--- src/rtl/booth_mult_ctrl_pkg.sv ---
// booth_pkg: shared state encoding and step-count helper for the Booth multiplier controller.
package booth_pkg;

   typedef enum logic [1:0] {IDLE, RUN, CAPT, DONE} booth_state_e;

   function automatic int booth_steps(input int dw);
      return dw / 2;
   endfunction

endpackage

--- src/rtl/booth_mult_ctrl_if.sv ---
// booth_mult_ctrl_if: operand request and product response handshakes of the Booth controller.
interface booth_mult_ctrl_if #(parameter int DW = 16);

   logic          in_valid;
   logic          in_ready;
   logic [DW-1:0] m_in;
   logic [DW-1:0] q_in;
   logic          out_valid;
   logic          out_ready;
   logic [2*DW-1:0] out_product;

   modport slave (
      input  in_valid, m_in, q_in, out_ready,
      output in_ready, out_valid, out_product
   );

   modport master (
      output in_valid, m_in, q_in, out_ready,
      input  in_ready, out_valid, out_product
   );

endinterface

--- src/rtl/booth_mult_ctrl_step_cnt.sv ---
// booth_step_cnt: clearable up-counter of radix-4 steps with terminal-count flag.
module booth_step_cnt #(
   parameter int STEPS = 8
) (
   input  logic clk,
   input  logic rst_n,
   input  logic clr,
   input  logic en,
   output logic tc
);

   localparam int SW = $clog2(STEPS + 1);

   logic [SW-1:0] cnt_q, cnt_d;

   always_comb cnt_d = clr ? '0 : en ? cnt_q + SW'(1) : cnt_q;

   assign tc = cnt_q == SW'(STEPS - 1);

   always_ff @(posedge clk or negedge rst_n)
      if (!rst_n) cnt_q <= '0;
      else cnt_q <= cnt_d;

endmodule

--- src/rtl/booth_mult_ctrl.sv ---
// booth_mult_ctrl: sequences one radix-4 Booth multiply per handshake and holds the product
// until the consumer takes it.
module booth_mult_ctrl
   import booth_pkg::*;
#(
   parameter int DATA_WIDTH = 16,
   parameter int CNT_WIDTH  = 16
) (
   input  logic                    clk,
   input  logic                    rst_n,
   booth_mult_ctrl_if.slave        bus,
   input  logic                    flush,
   output logic                    dp_load,
   output logic                    dp_shift,
   output logic                    dp_op_sel,
   output logic [DATA_WIDTH-1:0]   dp_m,
   output logic [DATA_WIDTH-1:0]   dp_q,
   input  logic [2*DATA_WIDTH-1:0] dp_product,
   output logic                    busy,
   output logic [CNT_WIDTH-1:0]    op_count
);

   localparam int STEPS = booth_steps(DATA_WIDTH);

   if (DATA_WIDTH % 2 != 0 || DATA_WIDTH < 4) begin : g_bad_width
      $error("booth_mult_ctrl: DATA_WIDTH must be even and >= 4");
   end

   booth_state_e              state_q, state_d;
   logic                      out_valid_q, out_valid_d;
   logic [2*DATA_WIDTH-1:0]   out_product_q, out_product_d;
   logic [CNT_WIDTH-1:0]      op_count_q, op_count_d;
   logic                      accept, cnt_clr, step_tc;

   booth_step_cnt #(.STEPS(STEPS)) u_step_cnt (
      .clk   (clk),
      .rst_n (rst_n),
      .clr   (cnt_clr),
      .en    (dp_shift),
      .tc    (step_tc)
   );

   // flush overrides everything, including a coincident accept.
   always_comb begin
      state_d       = state_q;
      out_valid_d   = out_valid_q;
      out_product_d = out_product_q;
      op_count_d    = op_count_q;
      bus.in_ready  = state_q == IDLE && !flush;
      accept        = bus.in_ready && bus.in_valid;
      dp_load       = accept;
      dp_shift      = state_q == RUN && !flush;
      dp_op_sel     = dp_shift;
      dp_m          = accept ? bus.m_in : '0;
      dp_q          = accept ? bus.q_in : '0;
      cnt_clr       = flush || accept;
      if (flush) begin
         state_d     = IDLE;
         out_valid_d = 1'b0;
      end else begin
         case (state_q)
            IDLE: state_d = accept ? RUN : IDLE;
            RUN:  state_d = step_tc ? CAPT : RUN;
            CAPT: begin
               out_product_d = dp_product;
               out_valid_d   = 1'b1;
               state_d       = DONE;
            end
            DONE: if (bus.out_ready) begin
               out_valid_d = 1'b0;
               op_count_d  = op_count_q + CNT_WIDTH'(1);
               state_d     = IDLE;
            end
            default: state_d = IDLE;
         endcase
      end
   end

   assign bus.out_valid   = out_valid_q;
   assign bus.out_product = out_product_q;
   assign busy            = state_q != IDLE;
   assign op_count        = op_count_q;

   always_ff @(posedge clk or negedge rst_n)
      if (!rst_n) begin
         state_q       <= IDLE;
         out_valid_q   <= 1'b0;
         out_product_q <= '0;
         op_count_q    <= '0;
      end else begin
         state_q       <= state_d;
         out_valid_q   <= out_valid_d;
         out_product_q <= out_product_d;
         op_count_q    <= op_count_d;
      end

endmodule

--- src/flat_wrapper.sv ---
// flat-port wrapper written by rule: the top's interface ports become plain ports
module booth_mult_ctrl_flat import booth_pkg::*;
#(
   parameter int DATA_WIDTH = 16,
   parameter int CNT_WIDTH  = 16
)
  (clk, rst_n, flush, dp_load, dp_shift, dp_op_sel, dp_m, dp_q, dp_product, busy, op_count, bus_in_valid, bus_m_in, bus_q_in, bus_out_ready, bus_in_ready, bus_out_valid, bus_out_product);
  booth_mult_ctrl_if #(.DW(16)) bus_i ();
  input  logic clk;
  input  logic rst_n;
  input  logic flush;
  output logic dp_load;
  output logic dp_shift;
  output logic dp_op_sel;
  output logic [DATA_WIDTH-1:0] dp_m;
  output logic [DATA_WIDTH-1:0] dp_q;
  input  logic [2*DATA_WIDTH-1:0] dp_product;
  output logic busy;
  output logic [CNT_WIDTH-1:0] op_count;
  input wire logic [$bits(bus_i.in_valid)-1:0] bus_in_valid;
  input wire logic [$bits(bus_i.m_in)-1:0] bus_m_in;
  input wire logic [$bits(bus_i.q_in)-1:0] bus_q_in;
  input wire logic [$bits(bus_i.out_ready)-1:0] bus_out_ready;
  output wire logic [$bits(bus_i.in_ready)-1:0] bus_in_ready;
  output wire logic [$bits(bus_i.out_valid)-1:0] bus_out_valid;
  output wire logic [$bits(bus_i.out_product)-1:0] bus_out_product;
  assign bus_i.in_valid = bus_in_valid;
  assign bus_i.m_in = bus_m_in;
  assign bus_i.q_in = bus_q_in;
  assign bus_i.out_ready = bus_out_ready;
  assign bus_in_ready = bus_i.in_ready;
  assign bus_out_valid = bus_i.out_valid;
  assign bus_out_product = bus_i.out_product;
  booth_mult_ctrl #(.DATA_WIDTH(DATA_WIDTH), .CNT_WIDTH(CNT_WIDTH)) u_core (.clk(clk), .rst_n(rst_n), .bus(bus_i), .flush(flush), .dp_load(dp_load), .dp_shift(dp_shift), .dp_op_sel(dp_op_sel), .dp_m(dp_m), .dp_q(dp_q), .dp_product(dp_product), .busy(busy), .op_count(op_count));
endmodule
--- config.mk ---
export PLATFORM = sky130hd
export DESIGN_NAME = booth_mult_ctrl_flat
export DESIGN_NICKNAME = d
export VERILOG_FILES = /design/src/rtl/booth_mult_ctrl_pkg.sv /design/src/rtl/booth_mult_ctrl_if.sv /design/src/rtl/booth_mult_ctrl_step_cnt.sv /design/src/rtl/booth_mult_ctrl.sv /design/src/flat_wrapper.sv
export SDC_FILE = /design/constraint.sdc
export NUM_CORES = 1
export LEC_CHECK = 0
export CAP_MARGIN = 25
export CELL_PAD_IN_SITES_DETAIL_PLACEMENT = 1
export CELL_PAD_IN_SITES_GLOBAL_PLACEMENT = 1
export CORE_MARGIN = 1
export CORE_UTILIZATION = 30
export CTS_BUF_LIST = sky130_fd_sc_hd__clkbuf_8 sky130_fd_sc_hd__clkbuf_16
export CTS_CLUSTER_DIAMETER = 200
export DETAILED_ROUTE_END_ITERATION = 16
export PLACE_DENSITY_LB_ADDON = 0.1
export SLEW_MARGIN = 40
export SYNTH_ARGS = -nofsm -noshare
export SYNTH_HDL_FRONTEND = slang
export SYNTH_SLANG_ARGS = --single-unit
--- constraint.sdc ---
create_clock -name clk -period 2.7 [get_ports clk]
set_input_delay 0.675 -clock clk [delete_from_list [all_inputs] [get_ports clk]]
set_output_delay 0.675 -clock clk [all_outputs]
set_load 0.02 [all_outputs]
==> After elaboration in Yosys (flattened, before gate mapping) <==
Index checks and enable logic that the tools add are counted.
{ "word_totals": {"regBits": 55, "latch_bits": 0, "ram_bits": 0, "mem_bits_ro": 0, "inputBits": 69, "memories": 0} }
{ "op_classes": {"addsub": 2, "multipliers": 0, "div_mod_pow": 0, "magnitude_cmp": 0, "n_eq_ne": 5, "n_shift": 0, "muxes": 12, "bitwise_logic": 1, "reduce_logical": 12} }
{ "op_table": {"columns": ["operator", "n"], "rows": [
  ["16-bit two-way mux", 2],
  ["16-bit by 1-bit adder with 16-bit output, second input constant", 1],
  ["4-bit two-way mux", 2],
  ["2-bit one-hot mux with 4 select lines", 1],
  ["2-bit two-way mux", 3],
  ["4-bit by 1-bit adder with 4-bit output, second input constant", 1],
  ["2-bit == test, second input constant", 2],
  ["4-bit by 3-bit == test with 1-bit output, second input constant", 1],
  ["2-bit AND reduction", 2],
  ["2-bit nonzero test", 2],
  ["1-bit logical AND", 3],
  ["1-bit two-way mux", 3],
  ["3-bit inequality test, second input constant", 1],
  ["3-bit AND reduction", 1],
  ["3-bit nonzero test", 1],
  ["2-bit by 1-bit == test with 1-bit output, second input constant", 1],
  ["2-bit logical NOT", 1],
  ["1-bit one-hot mux with 2 select lines", 1],
  ["1-bit logical NOT", 1],
  ["1-bit logical OR", 1],
  ["1-bit NOT", 1]
]} }

==> Depth between registers and ports, before layout <==
Gate-level depths: netlist of the first run.
{ "depth": {"ltp_word": 6, "ltp_mapped": 6, "mapped_depth_nobuf": 5} }

==> Modules after synthesis <==
Synthesis of the first run repeated with hierarchy kept, for this count alone.
{ "hier_totals": {"hier_cells": 207, "hier_area_um2": 2558.7} }
{ "by_module_without_submodules": {"columns": ["mod", "n_inst", "cells_per_inst", "area_each_um2"], "rows": [
  ["booth_mult_ctrl", 1, 189, 2358.5],
  ["booth_step_cnt", 1, 18, 200.2]
]} }

==> Least setup slack after synthesis of the first run <==
No wires, ideal clock.
{ "synth_timing": {"kind": "input to output", "start": "input port flush", "end": "output port dp_shift", "t_arrival_ps": 1595, "t_required_ps": 2025, "path_slack_ps": 430, "cell_stages": 3, "path_cell_list": "buf_2 > nor3b_2 > buf_4"} }
{ "synth_via": {"elab_chain_cells": 2} }
{ "synth_rtl": {"columns": ["element", "line", "text"], "rows": [
  ["start, declared", "flat_wrapper.sv:11", "input logic flush;"],
  ["1-bit logical NOT", "booth_mult_ctrl.sv:52", "dp_shift = state_q == RUN && !flush;"],
  ["1-bit logical AND", "booth_mult_ctrl.sv:52", null],
  ["end, declared", "flat_wrapper.sv:13", "output logic dp_shift;"]
]} }
No other way between the ends.

==> Final worst setup path of the first run <==
{ "layout_timing": {"start": "input port flush", "end": "output port dp_q[14]"} }
{ "layout_via": {"elab_chain_cells": 4} }
{ "layout_rtl": {"columns": ["element", "line", "text"], "rows": [
  ["1-bit logical NOT", "booth_mult_ctrl.sv:49", "bus.in_ready = state_q == IDLE && !flush;"],
  ["1-bit logical AND", "booth_mult_ctrl.sv:49", null],
  ["1-bit logical AND", "booth_mult_ctrl.sv:50", "accept = bus.in_ready && bus.in_valid;"],
  ["16-bit two-way mux", "booth_mult_ctrl.sv:55", "dp_q = accept ? bus.q_in : '0;"],
  ["end, declared", "flat_wrapper.sv:16", "output logic [DATA_WIDTH-1:0] dp_q;"]
]} }
No other way between the ends.

==> qor.txt, run 1 <==
outcome: completed
worst slack, placed: -285 ps
Final Cycle Share: 97.7%
IO Pins: 155
Compound-Gate Fraction of Synth Area: 0.780%
WHS: 379 ps
ANT nets after route: 0
Antenna Diode Count: 0
min-delay worst type: in -> async
Root Buffer: clkbuf_8
initial cell density of the core: 31.1%
post-synthesis mux area share: 14.9%
die area: 8930 sq um
Post-Syn Nets: 282
Tmin final: 2640 ps
count of cell types in the netlist: 32
Reg power frac: 50.4%
TritonCTS buffer count: 5
Avg WL per Cell: 15.6 um
Clock Skew: 5.75 ps
adder-cell share of the synthesized area: 0.975%
ys async rst share: 100%
row count: 33
P&R area growth vs syn: 67.2%
synthesized area per cell: 12.2 sq um
main combinational cell family by area after synthesis: simple AND/OR/NAND/NOR gates
post-route cell area: 4290 sq um
final hold viol count: 0
Detailed Routing Iterations Pass 1: 3
RSZ-0062 raised after global routing: yes
WP data arrival: 1960 ps
final-report max-slew violation count: 0
crit end category: output pin
largest net degree at the start of global routing: 34
FF+latch count, synth: 55
GRT Util Overall: 16.2%
Worst Tran Pin Value: 644 ps
CP Launch Point: flush
maximum fanout along the worst path: 19
Pint: 0.00126 W
xor and xnor fraction of the mapped netlist area: 5.80%
GP Congestion: 0.790
peak supply drop: 0.220 mV
YS warnings: 0
Die W: 94.5 um
Most used DFF post-synth: dfrtp_1
DR vias/cell: 4.64
final WL: 7400 um
clk_lat worst skew: 310 ps
Worst Setup EP: dp_q[14]
first-pass GRT wire length: 11400 um
Remaining DRCs: 0
clock power share: 35.7%
Setup Crit Path Kind: in -> out
PortBufs: 154
Sink Count: 55
Synth top area share: 53.6%
clock-pin transition on the worst setup and hold timing paths: 100 ps
Net Sw Power: 0.000376 W
Starting DRT DRC Count: 49
Simple-Gate Fraction of Synth Area: 20.0%
max-cap violation count: 0
Synth Cell Area: 2570 sq um
Hold Buf Count CTS: 0
reg2reg end: u_core.bus.out_product[11]$_DFFE_PN0P_
R2R Path Start: u_core.state_q[1]$_DFFE_PN0P_
Post-synth EDFFs: 0
cell taking the most area after synthesis: dfrtp_1
routed vias: 2202
placed cell count: 467
Die H: 94.5 um
share of layout cells above drive strength 1: 21.1%
vias in the first global route: 2303
R2R depth: 5
switching part of the total: 22.9%
setup ws final: 61.2 ps
placed cell areas: 4280 sq um
R2R setup slack: 1110 ps
Layout Nets: 440
Critical Path Start Type: input pin
Power, Total: 0.00164 W
f_max: 379 MHz
Synth Instances: 211
Post-Layout Cell Count: 475
Worst slew margin: 57.0%
core area: 8260 sq um
CTS tree: built
critical path required time: 2030 ps
H-tree Lvls: 2
antenna violations before repair: 0
largest cells by area after synthesis: dfrtp_1, mux2_2, and3_1
Leak: 2.09 nW
post-DP HPWL: 5800 um
clk buf depth: 2
total grt overflow: 0
Comb pwr share: 13.9%
endpoints failing setup: 0
PD cells: 382 nW/um^2
sequential share of the synthesized area: 53.6%
-- worst min-delay path by stage --
stage | endpoint | slack (ps) | cells past startpoint
6_report | u_core.bus.out_product[19]$_DFFE_PN0P_ | 380 | 1
5_1_grt | u_core.bus.out_product[19]$_DFFE_PN0P_ | 410 | 1
4_1_cts | u_core.bus.out_product[0]$_DFFE_PN0P_ | 390 | 1
3_5_place_dp | u_core.op_count[15]$_DFFE_PN0P_ | 470 | 1
3_3_place_gp | u_core.op_count[15]$_DFFE_PN0P_ | 460 | 1
2_1_floorplan | u_core.bus.out_product[0]$_DFFE_PN0P_ | 380 | 0
-- synth_stat cells, types with 2 or more instances --
master    instances
a21oi_1           3
and2_1            2
and3_1           34
buf_2             3
buf_4             3
buf_6             3
clkbuf_1          3
clkbuf_2          2
dfrtp_1          55
ha_1              2
inv_1             2
mux2_1            2
mux2_2           31
nand2_1          12
nand3_1           6
nand4_1           3
nor2_1            8
nor2b_1           2
nor3_1            6
nor4_4            2
xnor2_1          13
xor2_1            4
-- through the flow --
step,utilization [%],TNS [ps]
after CTS,52.7,0
after floorplan,-,0
after global placement,51.8,-7590
after global routing,52.0,-1.48
final,52.0,0
after detailed placement,51.8,-8490
-- metal layers --
| layer | part of all wire [%] | GRT usage [%] | vias up | wire (um) |
|---|---|---|---|---|
| li1 | - | - | 1044 | - |
| met1 | 41 | 20.2 | 1069 | 3050 |
| met2 | 50 | 28.6 | 85 | 3720 |
| met3 | 7.9 | 4.51 | 4 | 584 |
| met4 | 0.46 | 2.27 | 0 | 34 |
| met5 | 0 | 0 | - | 0 |
-- state kept, by name, indices dropped and copies added (netlist names) --
register / count
u_core.bus.out_product: 32
u_core.op_count: 16
u_core.u_step_cnt.cnt_q: 4
u_core.state_q: 2
u_core.bus.out_valid: 1
-- cell type report --
type | count | area, sq um
fillers | 904 | 3970
inverters | 2 | 7.51
repair buffers | 165 | 1560
well taps | 105 | 131
clock inverters | 2 | 38.8
clock buffers | 6 | 82.6
flip-flops and latches | 55 | 1380
multi-input cells | 140 | 1090
-- power groups by stage --
stage	Clock, W	Combinational, W	Sequential [W]
6_report	0.000585	0.000228	0.000827
5_1_grt	0.000642	0.000246	0.000827
4_1_cts	0.000613	0.000233	0.000827
3_5_place_dp	0	0.000247	0.000843
3_3_place_gp	0	0.000244	0.000843
2_1_floorplan	0	0.0000684	0.000843
-- logic make-up (layout without fill, tap and decap cells) --
family / count (synthesis) / in the layout
simple gates: 83 / 83
flops: 55 / 55
mux: 34 / 34
xor+xnor: 17 / 17
buf+inv: 16 / 175
compound gates: 4 / 4
fa+ha+maj: 2 / 2
-- cell usage in the layout, fill, tap and decap left out, types with 3 or more instances in the layout --
cell type | synthesis | final
xnor2_1 | 13 | 13
buf_4 | 3 | 7
and3_1 | 34 | 34
buf_12 | 0 | 4
dlygate4sd2_1 | 0 | 6
nor3_1 | 6 | 6
clkbuf_2 | 2 | 20
a21oi_1 | 3 | 3
nand2_1 | 12 | 12
xor2_1 | 4 | 4
mux2_2 | 31 | 31
clkdlybuf4s15_1 | 0 | 10
nand3_1 | 6 | 6
nand4_1 | 3 | 3
clkdlybuf4s50_1 | 0 | 117
clkbuf_8 | 0 | 6
nor2_1 | 8 | 8
dfrtp_1 | 55 | 55
-- worst max-delay path, stage by stage --
cell	delay [ps]
clkdlybuf4s50_1	440
nor2_2	190
buf_12	160
and3_1	150
dlygate4sd2_1	340
-- repair_timing --
| item | 4_1_cts | 5_1_grt |
|---|---|---|
| gates resized for setup | 38 | 48 |
| endpoints found under the setup margin | 36 | 29 |
| setup buffers | 0 | 0 |
(Power assumes the default switching activity.)
==> run 2, diff against run 1 <==
==> constraint.sdc (replaced) <==
create_clock -name clk -period 2.7 [get_ports clk]
set_input_delay 0.675 -clock clk [delete_from_list [all_inputs] [get_ports clk]]
set_output_delay 0.675 -clock clk [all_outputs]
set_load 0.05 [all_outputs]
==> qor.txt, run 2 (synthesized netlist as in run 1, its figures left out) <==
setup ws final: 120 ps
first-pass GRT wire length: 12400 um
core area: 8260 sq um
Detailed Routing Iterations Pass 1: 4
H-tree Lvls: 2
Root Buffer: clkbuf_8
endpoints failing setup: 0
Final Cycle Share: 95.5%
maximum fanout along the worst path: 24
Crit-path slowest cell: clkdlybuf4s50_1
most frequent cells in the layout: clkdlybuf4s50_1, dfrtp_1, buf_12
max-cap violation count: 0
worst path bufs/invs: 3
Critical Path, Cell by Cell: clkdlybuf4s50_1 -> nor2_2 -> buf_4 -> and3_1 -> buf_12
post-DP HPWL: 6420 um
largest net degree at the start of global routing: 33
GP Congestion: 0.676
row count: 33
Sink Count: 55
Power, Total: 0.00166 W
IO Pins: 155
Die W: 94.5 um
RSZ-0062 raised after global routing: no
worst slack, placed: 126 ps
Max stage delay on crit path: 440 ps
placed cell count: 466
Setup Crit Path Kind: in -> out
GRT Util Overall: 17.9%
P&R area growth vs syn: 84.1%
Layout Nets: 439
Tmin final: 2580 ps
outcome: completed
clk_lat worst skew: 310 ps
Starting DRT DRC Count: 22
fin util: 57.2%
Post-Layout Cell Count: 474
vias in the first global route: 2451
Clock Skew: 8.22 ps
Avg WL per Cell: 17.0 um
PortBufs: 154
min-delay worst type: in -> async
total grt overflow: 0
commonest non-fill, non-tap cell in the layout: clkdlybuf4s50_1
Die H: 94.5 um
share of layout cells above drive strength 1: 27.6%
initial cell density of the core: 31.1%
die area: 8930 sq um
Critical Path Start Type: input pin
postcts setup bufs: 0
CTS tree: built
f_max: 388 MHz
Remaining DRCs: 0
peak supply drop: 0.196 mV
WP data arrival: 1900 ps
final hold viol count: 0
clk buf depth: 2
Antenna Diode Count: 0
final WL: 8070 um
Hold Buf Count CTS: 0
routed vias: 2232
Worst Tran Pin Value: 595 ps
final-report max-slew violation count: 0
clock-pin transition on the worst setup and hold timing paths: 120 ps
CP delay by family, top: buffers and inverters
crit end category: output pin
antenna violations before repair: 0
PD cells: 351 nW/um^2
max reg flops: 32
Resize count post-CTS: 0
sum of negative setup slack: 0 ps
TritonCTS buffer count: 5
Leak: 2.18 nW
ANT nets after route: 0
DR vias/cell: 4.71
Worst slew margin: 60.3%
critical path required time: 2030 ps
run 2: path summary, 6_finish.rpt:
kind	end	cells after the start	slack, ps	startpoint
worst max-delay path	dp_m[15]	5	120	flush
worst min-delay path	u_core.bus.out_product[19]$_DFFE_PN0P_	1	350	rst_n
worst max register to register	u_core.bus.out_product[5]$_DFFE_PN0P_	5	1080	u_core.state_q[1]$_DFFE_PN0P_
worst min register to register	u_core.op_count[15]$_DFFE_PN0P_	1	490	u_core.op_count[15]$_DFFE_PN0P_
max in group asynchronous	u_core.bus.out_product[4]$_DFFE_PN0P_	2	1760	rst_n
min in group clk	u_core.op_count[15]$_DFFE_PN0P_	1	490	u_core.op_count[15]$_DFFE_PN0P_
run 2: cell type report:
class | instances | area [sq um]
clock inverters | 3 | 27.5
well taps | 105 | 131
flip-flops and latches | 55 | 1380
inverters | 2 | 7.51
clock buffers | 5 | 68.8
multi-input cells | 140 | 1100
repair buffers | 164 | 2010
fillers | 866 | 3530
run 2: power breakdown:
part | total (W) | switching [W] | internal (W)
clock network | 0.000483 | 0.000292 | 0.000191
logic | 0.000348 | 0.000159 | 0.000189
registers | 0.000827 | 0.00000175 | 0.000825
run 2: layer usage:
layer / up-vias / track usage [%] / share of wire [%]
met4: 0 / 1.52 / 0.17
met2: 91 / 33.0 / 53
met3: 3 / 5.80 / 8.0
li1: 1044 / - / -
met1: 1094 / 21.1 / 39
met5: - / 0 / 0
run 2: worst reg2reg max path, cell delays in order (launching register included):
cell and delay, ps:
dfrtp_1 370, buf_4 180, nor2b_1 170, nor2b_2 200, buf_12 220, mux2_2 370
run 2: metrics by stage:
stage,hold slack [ps],cell area (sq um)
floorplan,379,2580
global placement,465,4630
detailed placement,479,4630
CTS,361,4720
global route,369,4720
finish,351,4720
==> run 3, diff against run 2 <==
--- a/config.mk
+++ b/config.mk
@@ -5,15 +5,13 @@
 export SDC_FILE = /design/constraint.sdc
 export NUM_CORES = 1
 export LEC_CHECK = 0
-export CAP_MARGIN = 25
-export CELL_PAD_IN_SITES_DETAIL_PLACEMENT = 1
-export CELL_PAD_IN_SITES_GLOBAL_PLACEMENT = 1
+export CAP_MARGIN = 20
 export CORE_MARGIN = 1
-export CORE_UTILIZATION = 30
+export CORE_UTILIZATION = 40
 export CTS_BUF_LIST = sky130_fd_sc_hd__clkbuf_8 sky130_fd_sc_hd__clkbuf_16
 export CTS_CLUSTER_DIAMETER = 200
 export DETAILED_ROUTE_END_ITERATION = 16
-export PLACE_DENSITY_LB_ADDON = 0.1
+export PLACE_DENSITY = 0.85
 export SLEW_MARGIN = 40
 export SYNTH_ARGS = -nofsm -noshare
 export SYNTH_HDL_FRONTEND = slang
==> qor.txt, run 3 (synthesized netlist as in run 1, its figures left out) <==
Avg WL per Cell: 15.6 um
Worst Tran Pin Value: 666 ps
Critical Path Most Common Cell: buf_12
endpoints failing setup: 0
Detailed Routing Iterations Pass 1: 4
Critical Path Start Type: input pin
R2R setup slack: 1090 ps
peak supply drop: 0.275 mV
clock-pin transition on the worst setup and hold timing paths: 90 ps
IO Pins: 155
Sink Count: 55
share of layout cells above drive strength 1: 27.2%
RSZ-0062 raised after global routing: no
met1 Use GR: 25.3%
die area: 6740 sq um
Tmin final: 2560 ps
outcome: completed
Starting DRT DRC Count: 121
Critical Path, Cell by Cell: clkdlybuf4s50_1 -> nor2_2 -> buf_12 -> and3_1 -> buf_12
crit end category: output pin
Crit-path slowest cell: clkdlybuf4s50_1
CP delay by family, top: buffers and inverters
commonest non-fill, non-tap cell in the layout: clkdlybuf4s50_1
vias in the first global route: 2177
Max stage delay on crit path: 430 ps
Most Crowded Layer GR: met2
TritonCTS buffer count: 5
ANT nets after route: 0
CTS tree: built
initial cell density of the core: 42.3%
DR vias/cell: 4.81
Remaining DRCs: 0
routed vias: 2133
Worst slew margin: 55.6%
most frequent cells in the layout: clkdlybuf4s50_1, dfrtp_1, buf_12
Hold Buf Count CTS: 0
clk buf depth: 2
min-delay worst type: in -> async
final WL: 6890 um
PortBufs: 154
maximum fanout along the worst path: 33
first-pass GRT wire length: 10500 um
GP Congestion: 0.738
antenna violations before repair: 0
clk_lat worst skew: 300 ps
M2 GR Usage: 35.8%
core area: 6060 sq um
worst path bufs/invs: 3
max-cap violation count: 0
total grt overflow: 0
final-report max-slew violation count: 0
Leak: 2.17 nW
Layout Nets: 438
post-DP HPWL: 5470 um
fin util: 76.8%
largest net degree at the start of global routing: 56
PD cells: 344 nW/um^2
Resize count post-CTS: 0
Final Cycle Share: 94.7%
postcts setup bufs: 0
GRT Util Overall: 20.3%
f_max: 391 MHz
Clock Skew: 4.19 ps
P&R area growth vs syn: 81.4%
Die H: 82.1 um
critical path required time: 2030 ps
H-tree Lvls: 2
final hold viol count: 0
Die W: 82.1 um
row count: 28
Antenna Diode Count: 0
Setup Crit Path Kind: in -> out
Root Buffer: clkbuf_8
max reg flops: 32
WP data arrival: 1880 ps
grt met3 use: 5.27%
sum of negative setup slack: 0 ps
==> run 3: cell type report <==
class                   count  area [sq um]
inverters                   2          7.51
clock inverters             3          16.3
fillers                   396          1410
well taps                  75          93.8
repair buffers            163          1990
flip-flops and latches     55          1380
multi-input cells         140          1100
clock buffers               5          68.8
==> run 3: per-layer routing <==
| metal | vias to the layer above | wire length (um) |
|---|---|---|
| met3 | 2 | 348 |
| met4 | 0 | 8 |
| met2 | 60 | 3760 |
| met5 | - | 0 |
| met1 | 1026 | 2770 |
| li1 | 1045 | - |
==> run 3: path summary, 6_finish.rpt <==
path,startpoint,to,cells after the start
setup reg to reg,u_core.state_q[0]$_DFFE_PN0P_,u_core.bus.out_product[11]$_DFFE_PN0P_,5
max in group asynchronous,rst_n,u_core.u_step_cnt.cnt_q[3]$_DFFE_PN0P_,2
hold / removal,rst_n,u_core.bus.out_product[10]$_DFFE_PN0P_,2
min in group clk,u_core.op_count[15]$_DFFE_PN0P_,u_core.op_count[15]$_DFFE_PN0P_,1
setup / recovery,flush,dp_q[11],5
hold reg to reg,u_core.op_count[15]$_DFFE_PN0P_,u_core.op_count[15]$_DFFE_PN0P_,1
==> run 3: report_power, final <==
part | switching (W) | internal, W
sequential | 0.00000160 | 0.000825
clock | 0.000254 | 0.000178
combinational | 0.000155 | 0.000186
total | 0.000410 | 0.00119
==> run 3: per-stage QoR <==
step | setup WS (ps) | total power [W] | hold slack, ps | instance area, sq um | instances
floorplan | 3.08 | 0.000961 | 379 | 2580 | 211
global placement | 188 | 0.00118 | 458 | 4570 | 435
detailed placement | 154 | 0.00119 | 469 | 4570 | 435
CTS | 154 | 0.00162 | 482 | 4660 | 443
global route | 76.7 | 0.00167 | 502 | 4660 | 443
finish | 144 | 0.00160 | 475 | 4660 | 443
